[config.mk]
export PLATFORM = sky130hd
export DESIGN_NAME = bus_master_if
export DESIGN_NICKNAME = d
export VERILOG_FILES = /design/src/rtl/bus_master_if.sv
export SDC_FILE = /design/constraint.sdc
export NUM_CORES = 1
export LEC_CHECK = 0
export ABC_CLOCK_PERIOD_IN_PS = 1850
export BUFFER_PORTS_ARGS = -buffer_cell sky130_fd_sc_hd__buf_2
export CAP_MARGIN = 0
export CORE_ASPECT_RATIO = 2
export CORE_MARGIN = 3
export CORE_UTILIZATION = 45
export DETAILED_ROUTE_END_ITERATION = 7
export PLACE_DENSITY_LB_ADDON = 0.1
export SKIP_LAST_GASP = 1
export SYNTH_ARGS = -nofsm -noshare
export SYNTH_HDL_FRONTEND = slang
export SYNTH_SLANG_ARGS = --single-unit
[constraint.sdc]
create_clock -name clk -period 1.85 [get_ports clk]
set_input_delay 0.0925 -clock clk [delete_from_list [all_inputs] [get_ports clk]]
set_output_delay 0.0925 -clock clk [all_outputs]
set_load 0.01 [all_outputs]
[src/rtl/bus_master_if.sv]
// bus_master_if
//   Per-master bus interface controller. Converts a single-cycle access
//   request from a pipeline stage into a full shared-bus transaction:
//   arbitration request/grant, one address strobe, wait for slave ready
//   (with timeout), then a one-cycle completion pulse with read data.
//
// Ports
//   clk, reset     clock, synchronous active-high reset
//   req_en         access request (sampled in IDLE only)
//   rw             1 = read, 0 = write
//   addr, wr_data  access address / write data
//   flush          abort a request that has not been granted yet
//   busy           high whenever the controller is not IDLE
//   done, err      one-cycle completion / timeout pulses (err implies done)
//   rd_data        last successfully read data
//   bus_req_       active-low request to arbiter
//   bus_grnt_      active-low grant from arbiter
//   bus_as_        active-low address strobe
//   bus_rw         bus direction, 1 = read
//   bus_addr       bus address
//   bus_wr_data    bus write data
//   bus_rd_data    slave read data
//   bus_rdy_       active-low slave ready

module bus_master_if #(
    parameter int unsigned ADDR_W  = 30,
    parameter int unsigned DATA_W  = 32,
    parameter int unsigned TIMEOUT = 16
) (
    input  logic              clk,
    input  logic              reset,
    input  logic              req_en,
    input  logic              rw,
    input  logic [ADDR_W-1:0] addr,
    input  logic [DATA_W-1:0] wr_data,
    input  logic              flush,
    output logic              busy,
    output logic              done,
    output logic              err,
    output logic [DATA_W-1:0] rd_data,
    output logic              bus_req_,
    input  logic              bus_grnt_,
    output logic              bus_as_,
    output logic              bus_rw,
    output logic [ADDR_W-1:0] bus_addr,
    output logic [DATA_W-1:0] bus_wr_data,
    input  logic [DATA_W-1:0] bus_rd_data,
    input  logic              bus_rdy_
);

    typedef enum logic [1:0] {
        ST_IDLE,
        ST_REQ,
        ST_ACCESS,
        ST_WAIT
    } state_t;

    // TIMEOUT is limited to 2..255, so an 8-bit counter always suffices.
    localparam logic [7:0] LP_CNT_LAST = 8'(TIMEOUT - 1);

    state_t              r_state;
    state_t              w_state_nxt;
    logic [7:0]          r_cnt;
    logic [7:0]          w_cnt_nxt;
    logic                w_req_nxt;
    logic                w_as_nxt;
    logic                w_rw_nxt;
    logic [ADDR_W-1:0]   w_addr_nxt;
    logic [DATA_W-1:0]   w_wd_nxt;
    logic [DATA_W-1:0]   w_rd_nxt;
    logic                w_done_nxt;
    logic                w_err_nxt;

    assign busy = (r_state != ST_IDLE);

    always_ff @(posedge clk) begin
        if (reset) begin
            r_state     <= ST_IDLE;
            r_cnt       <= '0;
            bus_req_    <= 1'b1;
            bus_as_     <= 1'b1;
            bus_rw      <= 1'b1;
            bus_addr    <= '0;
            bus_wr_data <= '0;
            rd_data     <= '0;
            done        <= 1'b0;
            err         <= 1'b0;
        end else begin
            r_state     <= w_state_nxt;
            r_cnt       <= w_cnt_nxt;
            bus_req_    <= w_req_nxt;
            bus_as_     <= w_as_nxt;
            bus_rw      <= w_rw_nxt;
            bus_addr    <= w_addr_nxt;
            bus_wr_data <= w_wd_nxt;
            rd_data     <= w_rd_nxt;
            done        <= w_done_nxt;
            err         <= w_err_nxt;
        end
    end

    always_comb begin
        w_state_nxt = r_state;
        w_cnt_nxt   = r_cnt;
        w_req_nxt   = bus_req_;
        w_as_nxt    = bus_as_;
        w_rw_nxt    = bus_rw;
        w_addr_nxt  = bus_addr;
        w_wd_nxt    = bus_wr_data;
        w_rd_nxt    = rd_data;
        w_done_nxt  = 1'b0;
        w_err_nxt   = 1'b0;

        case (r_state)
            ST_IDLE: begin
                if (req_en && !flush) begin
                    w_addr_nxt  = addr;
                    w_rw_nxt    = rw;
                    w_wd_nxt    = wr_data;
                    w_req_nxt   = 1'b0;
                    w_state_nxt = ST_REQ;
                end
            end
            ST_REQ: begin
                if (flush) begin
                    w_req_nxt   = 1'b1;
                    w_state_nxt = ST_IDLE;
                end else if (!bus_grnt_) begin
                    w_as_nxt    = 1'b0;
                    w_state_nxt = ST_ACCESS;
                end
            end
            ST_ACCESS: begin
                w_as_nxt    = 1'b1;
                w_cnt_nxt   = '0;
                w_state_nxt = ST_WAIT;
            end
            ST_WAIT: begin
                // Ready is tested before the timeout so a ready arriving in
                // the final WAIT cycle completes normally without err.
                if (!bus_rdy_) begin
                    w_done_nxt  = 1'b1;
                    if (bus_rw) begin
                        w_rd_nxt = bus_rd_data;
                    end
                    w_req_nxt   = 1'b1;
                    w_state_nxt = ST_IDLE;
                end else if (r_cnt == LP_CNT_LAST) begin
                    w_done_nxt  = 1'b1;
                    w_err_nxt   = 1'b1;
                    w_req_nxt   = 1'b1;
                    w_state_nxt = ST_IDLE;
                end else begin
                    w_cnt_nxt = r_cnt + 8'd1;
                end
            end
            default: begin
                w_state_nxt = ST_IDLE;
            end
        endcase
    end

endmodule
* Word-level counts from Yosys, hierarchy flattened
Index checks and enable logic that the tools add are counted. W data, S select, Z words.
Word-level totals: bits in registers 109, latch bits 0, ROM bits 0, memories 0, RAM bits 0, output and inout port bits 100
Operators by class: reduce and logical (&&, ||, !) cells 15, $mul 0, magnitude comparators 0, add/subtract/negate cells 1, divide/modulo/power cells 0, multiplexer cells 19, shifts and indexed selects 0, bitwise logic cells 2, eq/ne operators 12
Operator list (count):
- $mux W8 | 2
- $pmux W8 S2 | 1
- $ne A2 B2 Y1 const B | 6
- $reduce_and A3 Y1 | 4
- $mux W2 | 5
- $add A8 B1 Y8 const B | 1
- $eq A8 B4 Y1 const B | 1
- $mux W1 | 8
- $pmux W2 S4 | 1
- $ne A3 B3 Y1 const B | 2
- $reduce_bool A2 Y1 | 3
- $eq A2 B2 Y1 const B | 2
- $reduce_and A4 Y1 | 1
- $pmux W1 S3 | 1
- $reduce_bool A3 Y1 | 1
- $reduce_or A3 Y1 | 1
- $eq A2 B1 Y1 const B | 1
- $logic_not A2 Y1 | 1
- $not A1 Y1 | 2
- $pmux W1 S2 | 1
- $reduce_and A2 Y1 | 1
- $reduce_or A2 Y1 | 1
- $logic_and A1 B1 Y1 | 1
- $logic_not A1 Y1 | 1

* Depth between registers and ports, before layout
Gate-level depths: netlist (run 1).
word-level depth 4, gate-level depth with buffers 6, gate-level depth less buffers 5

* Worst setup path before layout (run 1)
OpenSTA, ideal clock, no wires.
path kind register -> register, from register r_cnt[0], to register r_cnt[7], library setup time 0.074 ns, slack 0.328 ns, arrival 1.448 ns, required time 1.776 ns, period minus slack after synthesis 1.522 ns, stages on the path, launching flop included 6, path through dfxtp_1 -> ha_1 -> and3_1 -> a21oi_1 -> or3b_1 -> a31oi_1
Between the ends: word-level cells in the longest chain between the ends 4, elaborated cells on any way between the ends 7, those cells by class add/sub (1); eq/ne (2); mux (3); reduce/logical (1)
Ends and longest elaborated chain:
- start, declared | line 63 | logic [7:0] r_cnt;
- start signal, assigned | line 90 | r_cnt <= w_cnt_nxt;
- $add A8 B1 Y8 | line 154 | w_cnt_nxt = r_cnt + 8'd1;
- $mux W8 | line 148 | end else if (r_cnt == LP_CNT_LAST) begin
- $mux W8 | line 141 | if (!bus_rdy_) begin
- $pmux W8 S2 | line 114 | case (r_state)
Several ways; a longest one is shown, not always the timed one. The select of a mux whose other input is x is not followed. A chain may end at the register's enable or synchronous reset.

* Final worst setup path (run 1)
from register r_cnt[4], to register r_cnt[7]
Same word-level chain as after synthesis.

==> impl_metrics.py, run 1 <==
metrics = {
    "logic_synthesis": {
        "yosysUniqueCellTypes": 36,
        "synth-seq-area-share_pct": 55.7,
        "syn_area_um2": 3920,
        "synth_nets": 593,
        "ys_seq_elements": 109,
        "syn-mean-instance-area_um2": 7.98,
        "yosysWarnings": 0,
        "syn_inst": 491,
    },
    "route": {
        "first_iter_violations": 230,
        "drc": 0,
        "postRouteWirelength_um": 13100,
        "post_drt_wl_per_cell_um": 15.0,
        "drtPass1Iterations": 6,
        "vias_per_cell": 5.07,
        "vias": 4430,
        "ant_nets": 0,
    },
    "grt": {
        "busiest_layer": "met2",
        "grt_pass1_wl_um": 20100,
        "grt_max_degree": 44,
        "antenna_found_initial": 0,
        "grt_usage_pct": 25.9,
        "gr-total-overflow": 0,
        "grt.met1_usage_pct": 24.8,
        "gr-usage-met3_pct": 5.59,
        "grtUsageMet2_pct": 49.3,
        "grt_pass1_vias": 4361,
    },
    "clock_network": {
        "path_clk_slew_ns": 0.07,
        "cts_tree": "done",
        "htree_levels": 3,
        "numClockSinks": 109,
        "clk_path_buf_depth": 2,
        "clk_latency_ns": 0.34,
        "cts-root-buf": "clkbuf_16",
        "cts-buffers-inserted": 9,
    },
    "worst_hold_path": {
        "whs_path_depth": 3,
        "hold_start": "wr_data[11]",
        "min_to": "bus_wr_data[11]",
        "hold_path.class": "in -> reg",
    },
    "floorplanning": {
        "die_w_um": 72.0,
        "dieHeight_um": 138,
        "start_util_pct": 46.9,
        "rows": 47,
        "die-area_um2": 9930,
        "fp.coreArea_um2": 8350,
        "ios": 201,
    },
    "power_and_ir_drop": {
        "p_seq_share_pct": 49.0,
        "switching_share_pct": 23.7,
        "combPwrFrac_pct": 12.8,
        "pwr-share-clk_pct": 38.2,
        "leakage_nw": 2.79,
        "power.density_nw_per_um2": 801,
        "p_switching_mw": 1.19,
        "power.internal_mw": 3.85,
        "ir_worst_vdd_mv": 0.630,
    },
    "placement": {
        "dp_hpwl_um": 8450,
        "port_buffers": 200,
        "gp_congestion": 0.824,
        "dp_cells": 766,
        "dp_slack_ns": 0.206,
    },
    "cells_and_area": {
        "final_cells": 874,
        "areaGrowthSynthToFinish_pct": 60.5,
        "drive_gt1_share_pct": 29.8,
        "fin_nets": 874,
        "antennaDiodeCount": 0,
    },
    "timing": {
        "setup_viol": 0,
        "layout_setup_ws_ns": 0.199,
        "drv_slew": 0,
        "max_freq_ghz": 0.606,
        "rsz0062_at_grt": "no",
        "finalHoldViolCount": 0,
        "tightest_slew_ns": 0.392,
        "period_share_pct": 89.2,
        "maxSlewHeadroom_pct": 73.9,
        "skew_ns": 0.00970,
        "timing.setup.tns_ns": 0,
        "period_minus_slack_ns": 1.65,
    },
    "setup_path": {
        "r2r_setup_slack_ns": 0.20,
        "rr_startpoint": "r_cnt[4]",
        "r2r_end": "r_cnt[7]",
        "path_class": "reg -> reg",
        "cp_data_arrival_time_ns": 1.92,
        "worstPathRequired_ns": 2.11,
        "r2r_cells": 4,
        "crit_fanout": 14,
        "cp-end-kind": "flop",
        "startpoint_type": "flop",
    },
    "outcome": {
        "outcome": "finished, final reports clean",
    },
    "job": {
        "max_cap_violations": 0,
    },
}
[power by group through the flow]
| stage | Clock (mW) | Combinational (mW) | Sequential, mW |
|---|---|---|---|
| 6_report | 1.92 | 0.647 | 2.47 |
| 5_1_grt | 2.04 | 0.705 | 2.48 |
| 4_1_cts | 1.96 | 0.637 | 2.47 |
| 3_5_place_dp | 0 | 0.481 | 2.52 |
| 3_3_place_gp | 0 | 0.473 | 2.52 |
| 2_1_floorplan | 0 | 0.194 | 2.55 |
[kinds of logic (layout without fill, tap and decap cells)]
group / Yosys count / after routing / synth area share (%)
compound gates: 118 / 118 / 16.1
mux: 1 / 1 / 0.255
simple gates: 225 / 225 / 23.7
flops: 109 / 109 / 55.7
fa+ha+maj: 1 / 1 / 0.319
buf+inv: 37 / 322 / 3.89
[worst max-delay path, cell delays in order (launching register included)]
cell and delay, ns:
dfxtp_1 0.37, or4_4 0.56, o221ai_4 0.36, nand2_1 0.11, a31oi_1 0.18
[cell usage in the layout (no fill, tap or decap), types with 2 or more instances in the layout]
cell,instances
nand4_1,2
nand2_1,195
nor2_1,4
buf_2,200
a21oi_1,103
dfxtp_1,109
inv_1,2
clkbuf_16,9
dlygate4sd3_1,93
nand3b_1,2
buf_4,6
nand3_1,5
buf_12,5
o21ai_1,5
or3_1,5
nand2b_1,2
[cell type report]
class                   instances  area (um2)
flip-flops and latches        109        2180
repair buffers                304        2080
fillers                       614        2060
multi-input cells             345        1600
clock buffers                  10         239
well taps                      98         123
clock inverters                 5        60.1
inverters                       3        11.3
[cells in the mapped netlist (all sizes together)]
cell | count | area (um2)
nor3b | 1 | 12.5
a21o | 1 | 7.51
and4 | 1 | 8.76
o31a | 1 | 8.76
nor4b | 1 | 8.76
clkinv | 1 | 3.75
nand4b | 1 | 8.76
mux2i | 1 | 10.0
nand2b | 2 | 12.5
buf | 6 | 36.3
o22ai | 1 | 6.26
inv | 2 | 7.51
ha | 1 | 12.5
a211oi | 1 | 7.51
dfxtp | 109 | 2180
o221ai | 1 | 26.3
nand2 | 195 | 732
or3b | 1 | 8.76
a22oi | 1 | 7.51
a21oi | 103 | 515
o211ai | 1 | 7.51
nand4 | 2 | 12.5
clkbuf | 28 | 105
or3 | 6 | 37.5
nand3 | 5 | 25.0
and3 | 1 | 6.26
nand3b | 2 | 15.0
nor4 | 1 | 6.26
nor2 | 4 | 15.0
o21ai | 6 | 30.0
or4 | 1 | 11.3
a31oi | 1 | 6.26
nor3 | 1 | 10.0
a221oi | 1 | 8.76
[what timing repair did]
| action | in CTS | in global routing |
|---|---|---|
| hold buffers | 93 | 0 |
| hold endpoints to repair | 93 | 0 |
| buffers inserted | 0 | 0 |
| gates resized for setup | 0 | 0 |
[stage by stage]
step	total power, mW	hold WS (ns)	instance area [um2]	utilization [%]
final	5.04	0.0126	6290	75.3
after CTS	5.07	0.00195	6290	75.3
after global placement	2.99	0.305	5060	60.6
after detailed placement	3.00	0.325	5060	60.6
after global routing	5.22	0.0190	6290	75.3
after floorplan	2.74	0.191	3920	-
[how the worst max path moves through the flow]
| stage | to | from | depth (start not counted) | slack, ns |
|---|---|---|---|---|
| finish | r_cnt[7] | r_cnt[4] | 4 | 0.20 |
| global route | r_cnt[7] | r_state[0] | 4 | 0.06 |
| CTS | r_cnt[7] | r_cnt[4] | 4 | 0.18 |
| detailed placement | r_cnt[7] | r_cnt[4] | 4 | 0.21 |
| global placement | r_cnt[3] | r_cnt[4] | 4 | 0.27 |
| floorplan | r_cnt[7] | r_cnt[0] | 5 | 0.33 |
[sequential cells by signal (all words and copies together), names as in the netlist, named ones only]
register / count
bus_addr: 30
bus_as_: 1
bus_req_: 1
bus_rw: 1
bus_wr_data: 32
done: 1
err: 1
r_cnt: 8
r_state: 1
rd_data: 32
[per-layer routing]
metal,routed length [um],up-vias
li1,-,2165
met1,4360,2029
met2,7300,184
met3,762,52
met4,646,0
met5,0,-
Note: power is estimated with default switching activity, not from simulation.
==> run 2, diff against run 1 <==
ABC_AREA = 1   (was default)
ABC_CLOCK_PERIOD_IN_PS = 1600   (was 1850)
clock period = 1.6 ns   (was 1.85 ns; I/O delays follow)
==> impl_metrics.py, run 2 <==
metrics = {
    "outcome": {
        "outcome": "finished with violations",
        "violations": "hold timing",
    },
    "timing": {
        "period_minus_slack_ns": 1.50,
        "hold-worst-slack_ns": -0.00452,
        "skew_ns": 0.00339,
        "setup_viol": 0,
        "timing.setup.tns_ns": 0,
        "max_freq_ghz": 0.667,
        "maxSlewHeadroom_pct": 73.7,
        "tightest_slew_ns": 0.394,
        "drv_slew": 0,
        "period_share_pct": 93.7,
        "rsz0062_at_grt": "no",
        "finalHoldViolCount": 1,
    },
    "logic_synthesis": {
        "synth_edf_count": 0,
        "synth_common_cells": "nor2_1, dfxtp_1, o21ai_0",
        "async_flop_share_pct": 0,
        "synth_top_family_by_area": "simple AND/OR/NAND/NOR gates",
        "yosysWarnings": 0,
        "ys_top_cells_by_area": "dfxtp_1, nor2_1, o21ai_0",
        "yosysUniqueCellTypes": 29,
        "synth_nets": 619,
        "yosys.area.top_type": "dfxtp_1",
        "netlist.area_leader.share_pct": 54.0,
        "synth_flop_cell": "dfxtp_1",
        "yosys.area_share.simple_pct": 25.4,
        "synth-adder-area-share_pct": 0.309,
        "synth_xor_area_share_pct": 0.217,
        "yosysMostFrequentCell": "nor2_1",
        "ys_seq_elements": 109,
        "syn_area_um2": 4040,
        "synthMuxAreaShare_pct": 0,
        "synth-seq-area-share_pct": 54.0,
        "syn-mean-instance-area_um2": 7.82,
        "syn_inst": 517,
        "synth-compound-area-share_pct": 14.0,
    },
    "floorplanning": {
        "rows": 48,
        "start_util_pct": 46.4,
        "ios": 201,
        "die_w_um": 73.0,
        "dieHeight_um": 140,
        "fp.coreArea_um2": 8710,
        "die-area_um2": 10200,
    },
    "setup_path": {
        "worstPathRequired_ns": 1.83,
        "path_class": "reg -> reg",
        "slowest_stage": "dfxtp_1",
        "max_stage_delay_ns": 0.37,
        "cpMostUsedCell": "nor2_1",
        "r2r_cells": 8,
        "cp-end-kind": "flop",
        "cp_cell_sequence": "ha_1 > nand2_2 > nor2_1 > nand3_2 > nand3_1 > inv_1 > o21ai_0 > nor2_1",
        "startpoint_type": "flop",
        "crit_fanout": 5,
        "cp_data_arrival_time_ns": 1.73,
    },
    "job": {
        "max_cap_violations": 0,
    },
    "route": {
        "drtPass1Iterations": 5,
        "first_iter_violations": 182,
        "drc": 0,
        "postRouteWirelength_um": 11900,
        "vias_per_cell": 4.88,
        "vias": 4232,
        "post_drt_wl_per_cell_um": 13.7,
        "ant_nets": 0,
    },
    "placement": {
        "port_buffers": 200,
        "dp_hpwl_um": 8510,
        "gp_congestion": 0.918,
    },
    "cells_and_area": {
        "fin_nets": 865,
        "drive_gt1_share_pct": 30.6,
        "reg.largest.list": "bus_wr_data (32), rd_data (32), bus_addr (30)",
        "fillers": 740,
        "areaGrowthSynthToFinish_pct": 46.8,
        "final_cell_mix": "nor2_1, buf_2, dfxtp_1",
        "antennaDiodeCount": 0,
        "final_common_cell": "nor2_1",
    },
    "clock_network": {
        "path_clk_slew_ns": 0.07,
        "clk_latency_ns": 0.34,
        "clk_path_buf_depth": 2,
        "cts-buffers-inserted": 9,
        "cts-root-buf": "clkbuf_16",
        "htree_levels": 3,
        "cts_tree": "done",
        "numClockSinks": 109,
    },
    "power_and_ir_drop": {
        "leakage_nw": 2.80,
        "ir_worst_vdd_mv": 0.565,
        "power.density_nw_per_um2": 994,
        "p_switching_mw": 1.50,
        "switching_share_pct": 25.4,
        "p_seq_share_pct": 50.1,
        "combPwrFrac_pct": 15.5,
        "power.internal_mw": 4.40,
        "pwr-share-clk_pct": 34.4,
    },
    "worst_hold_path": {
        "whs_path_depth": 3,
        "hold_path.class": "in -> reg",
    },
    "grt": {
        "grt_pass1_wl_um": 18700,
        "grt_pass1_vias": 3967,
        "antenna_found_initial": 0,
        "grt_max_degree": 41,
        "gr-total-overflow": 0,
        "grt_usage_pct": 23.1,
    },
}
[run 2: changes by cell type in the layout (fill, tap and decap cells not counted), sizes merged, moves of 6 or more]
| cell | previous run | this run |
|---|---|---|
| inv | 3 | 14 |
| a21oi | 103 | 7 |
| nand2 | 195 | 24 |
| dlygate4sd3 | 93 | 56 |
| o21ai | 6 | 99 |
| nor2 | 4 | 203 |
| or3 | 6 | 0 |
| nand3 | 5 | 18 |
[run 2: worst max-delay path, delay by kind of cell, from the launching register on]
family	cells	cell delay [ns]
buffers and inverters	1	0.11
DFF	1	0.37
AOI/OAI and AO/OA	1	0.15
and+or+nand+nor	5	0.55
adders and majority gates	1	0.20
[run 2: path summary, 6_finish.rpt]
kind         startpoint      endpoint  slack (ns)
max            r_cnt[0]      r_cnt[0]        0.10
min            addr[19]  bus_addr[19]      -0.005
max reg2reg    r_cnt[0]      r_cnt[0]        0.10
min reg2reg    bus_req_      bus_req_        0.45
[run 2: logic make-up after synthesis]
logic type                 after synthesis
adders and majority gates                1
xor gates and xnor gates                 1
and+or+nand+nor                        250
buffers and inverters                   45
AOI/OAI and AO/OA                      111
DFF                                    109
[run 2: final cells by class]
class / instances / area, um2 / share of cell area, %
Tap cell: 100 / 125 / 2.11
Sequential cell: 109 / 2180 / 36.8
Timing Repair Buffer: 266 / 1690 / 28.4
Clock buffer: 12 / 246 / 4.15
Multi-Input combinational cell: 363 / 1620 / 27.3
Inverter: 14 / 56.3 / 0.949
Clock inverter: 3 / 21.3 / 0.358
[run 2: power by group through the flow]
stage	Combinational (mW)	Clock, mW	Sequential, mW
after floorplan	0.368	0	3.08
after CTS	0.920	2.08	2.95
after global placement	0.796	0	3.01
after global routing	1.02	2.21	2.97
final	0.914	2.03	2.95
after detailed placement	0.809	0	3.02
[run 2: per-layer routing]
metal	vias to the layer above	wire length, um	GRT usage (%)
li1	2156	-	-
met1	1869	4410	25.0
met2	175	6310	41.5
met3	32	752	4.45
met4	0	435	11.0
met5	-	0	0
[run 2: metrics by stage]
step           area, um2  worst slack [ns]  cells  utilization, %  power [mW]
4_1_cts             5930             0.104    867            68.1        5.96
5_1_grt             5940           0.00481    867            68.2        6.20
2_1_floorplan       4040             0.268    517               -        3.45
3_5_place_dp        5100             0.124    796            58.6        3.82
3_3_place_gp        5100             0.134    796            58.6        3.81
6_report            5940             0.100    867            68.2        5.90
[run 2: what timing repair did]
action                                  4_1_cts  5_1_grt
gates resized for setup                       0        2
hold buffers                                 56        0
buffers inserted                              0        0
endpoints found under the setup margin        0        9
endpoints found under the hold margin        56        0
==> run 3, diff against run 2 <==
HOLD_SLACK_MARGIN = 0.15   (was default)
==> impl_metrics.py, run 3 (synthesized netlist as in run 2, its figures left out) <==
metrics = {
    "outcome": {
        "outcome": "finished, final reports clean",
    },
    "power_and_ir_drop": {
        "power.density_nw_per_um2": 940,
        "leakage_nw": 2.98,
        "ir_worst_vdd_mv": 0.557,
    },
    "floorplanning": {
        "rows": 48,
        "dieHeight_um": 140,
        "fp.coreArea_um2": 8710,
        "start_util_pct": 46.4,
        "ios": 201,
        "die_w_um": 73.0,
        "die-area_um2": 10200,
    },
    "placement": {
        "dp_hpwl_um": 8510,
        "dp_cells": 796,
        "gp_congestion": 0.918,
        "port_buffers": 200,
    },
    "setup_path": {
        "r2r_cells": 5,
        "crit_fanout": 6,
        "path_class": "reg -> reg",
        "r2r_end": "bus_wr_data[19]",
        "cp_data_arrival_time_ns": 1.79,
        "worstPathRequired_ns": 1.83,
        "startpoint_type": "flop",
        "r2r_setup_slack_ns": 0.05,
        "cp-end-kind": "flop",
    },
    "worst_hold_path": {
        "hold_path.class": "in -> reg",
        "whs_path_depth": 4,
        "min_to": "bus_wr_data[26]",
        "hold_start": "reset",
    },
    "cells_and_area": {
        "drive_gt1_share_pct": 29.1,
        "areaGrowthSynthToFinish_pct": 58.0,
        "final_cells": 914,
        "final_core_util_pct": 73.4,
        "fin_nets": 910,
        "final_cell_mix": "nor2_1, buf_2, dfxtp_1",
        "reg.largest.list": "bus_wr_data (32), rd_data (32), bus_addr (30)",
        "final_common_cell": "nor2_1",
        "fillers": 659,
    },
    "clock_network": {
        "cts_tree": "done",
        "clk_path_buf_depth": 2,
        "cts-buffers-inserted": 9,
        "numClockSinks": 109,
        "cts_setup_buffers": 0,
        "htree_levels": 3,
        "clk_latency_ns": 0.34,
        "cts-root-buf": "clkbuf_16",
        "path_clk_slew_ns": 0.07,
    },
    "timing": {
        "timing.setup.tns_ns": 0,
        "tightest_slew_ns": 0.417,
        "skew_ns": 0.00434,
        "drv_slew": 0,
        "setup_viol": 0,
        "finalHoldViolCount": 0,
        "max_freq_ghz": 0.644,
        "rsz0062_at_grt": "yes",
        "period_minus_slack_ns": 1.55,
        "maxSlewHeadroom_pct": 72.2,
        "period_share_pct": 97.1,
    },
    "route": {
        "drtPass1Iterations": 4,
        "first_iter_violations": 203,
        "postRouteWirelength_um": 13100,
        "ant_nets": 0,
        "vias_per_cell": 4.94,
        "post_drt_wl_per_cell_um": 14.3,
        "drc": 0,
        "vias": 4514,
    },
    "grt": {
        "grt_pass1_vias": 4408,
        "gr-total-overflow": 0,
        "grt_max_degree": 41,
        "antenna_found_initial": 0,
        "grt_usage_pct": 25.1,
        "grt_pass1_wl_um": 20200,
    },
    "job": {
        "max_cap_violations": 0,
    },
}
run 3: layout make-up:
type / count / area, um2 / share of cell area [%]
clock inverters: 3 / 21.3 / 0.333
repair buffers: 311 / 2140 / 33.4
diodes: 2 / 5.00 / 0.0783
flip-flops and latches: 109 / 2180 / 34.2
well taps: 100 / 125 / 1.96
multi-input cells: 363 / 1620 / 25.3
inverters: 14 / 55.1 / 0.861
clock buffers: 12 / 246 / 3.86
run 3: metal layers:
layer | global-route usage, % | vias up | wire [um]
li1 | - | 2253 | -
met1 | 25.3 | 2028 | 4740
met2 | 44.5 | 181 | 6920
met3 | 5.60 | 52 | 737
met4 | 16.0 | 0 | 684
met5 | 0 | - | 0
run 3: how the worst max path moves through the flow:
stage              from               to  slack, ns  cells past startpoint
2_1_floorplan  r_cnt[0]             flop       0.27                      8
3_3_place_gp   r_cnt[0]         r_cnt[0]       0.13                      8
3_5_place_dp   r_cnt[0]         r_cnt[0]       0.12                      8
4_1_cts            flop  bus_wr_data[19]       0.06                      5
5_1_grt            flop  bus_wr_data[19]      -0.03                      5
6_report           flop  bus_wr_data[19]       0.05                      5
run 3: repair_timing:
item | CTS | global route
hold buffers | 101 | 0
setup endpoints to repair | 0 | 10
endpoints found under the hold margin | 106 | 0
gates resized for setup | 0 | 2
run 3: worst max-delay path: stages, from the launching register on:
cell	delay [ns]
dfxtp_1	0.39
nor2_4	0.18
nand3_4	0.12
o21ai_0	0.16
dlygate4sd3_1	0.57
nor2_1	0.04
run 3: power breakdown:
part / total [mW] / internal (mW) / leakage, nW / switching, mW
Sequential: 2.96 / 2.87 / 0.890 / 0.0882
Combinational: 1.02 / 0.510 / 1.96 / 0.506
Clock: 2.04 / 1.09 / 0.129 / 0.943
run 3: stage by stage:
stage / hold slack, ns / power (mW) / cell area [um2] / setup slack (ns)
final: 0.211 / 6.01 / 6390 / 0.0468
after global routing: 0.244 / 6.31 / 6390 / -0.0313
after CTS: 0.202 / 6.04 / 6380 / 0.0631
after detailed placement: 0.316 / 3.82 / 5100 / 0.124
after global placement: 0.311 / 3.81 / 5100 / 0.134
after floorplan: 0.180 / 3.45 / 4040 / 0.268
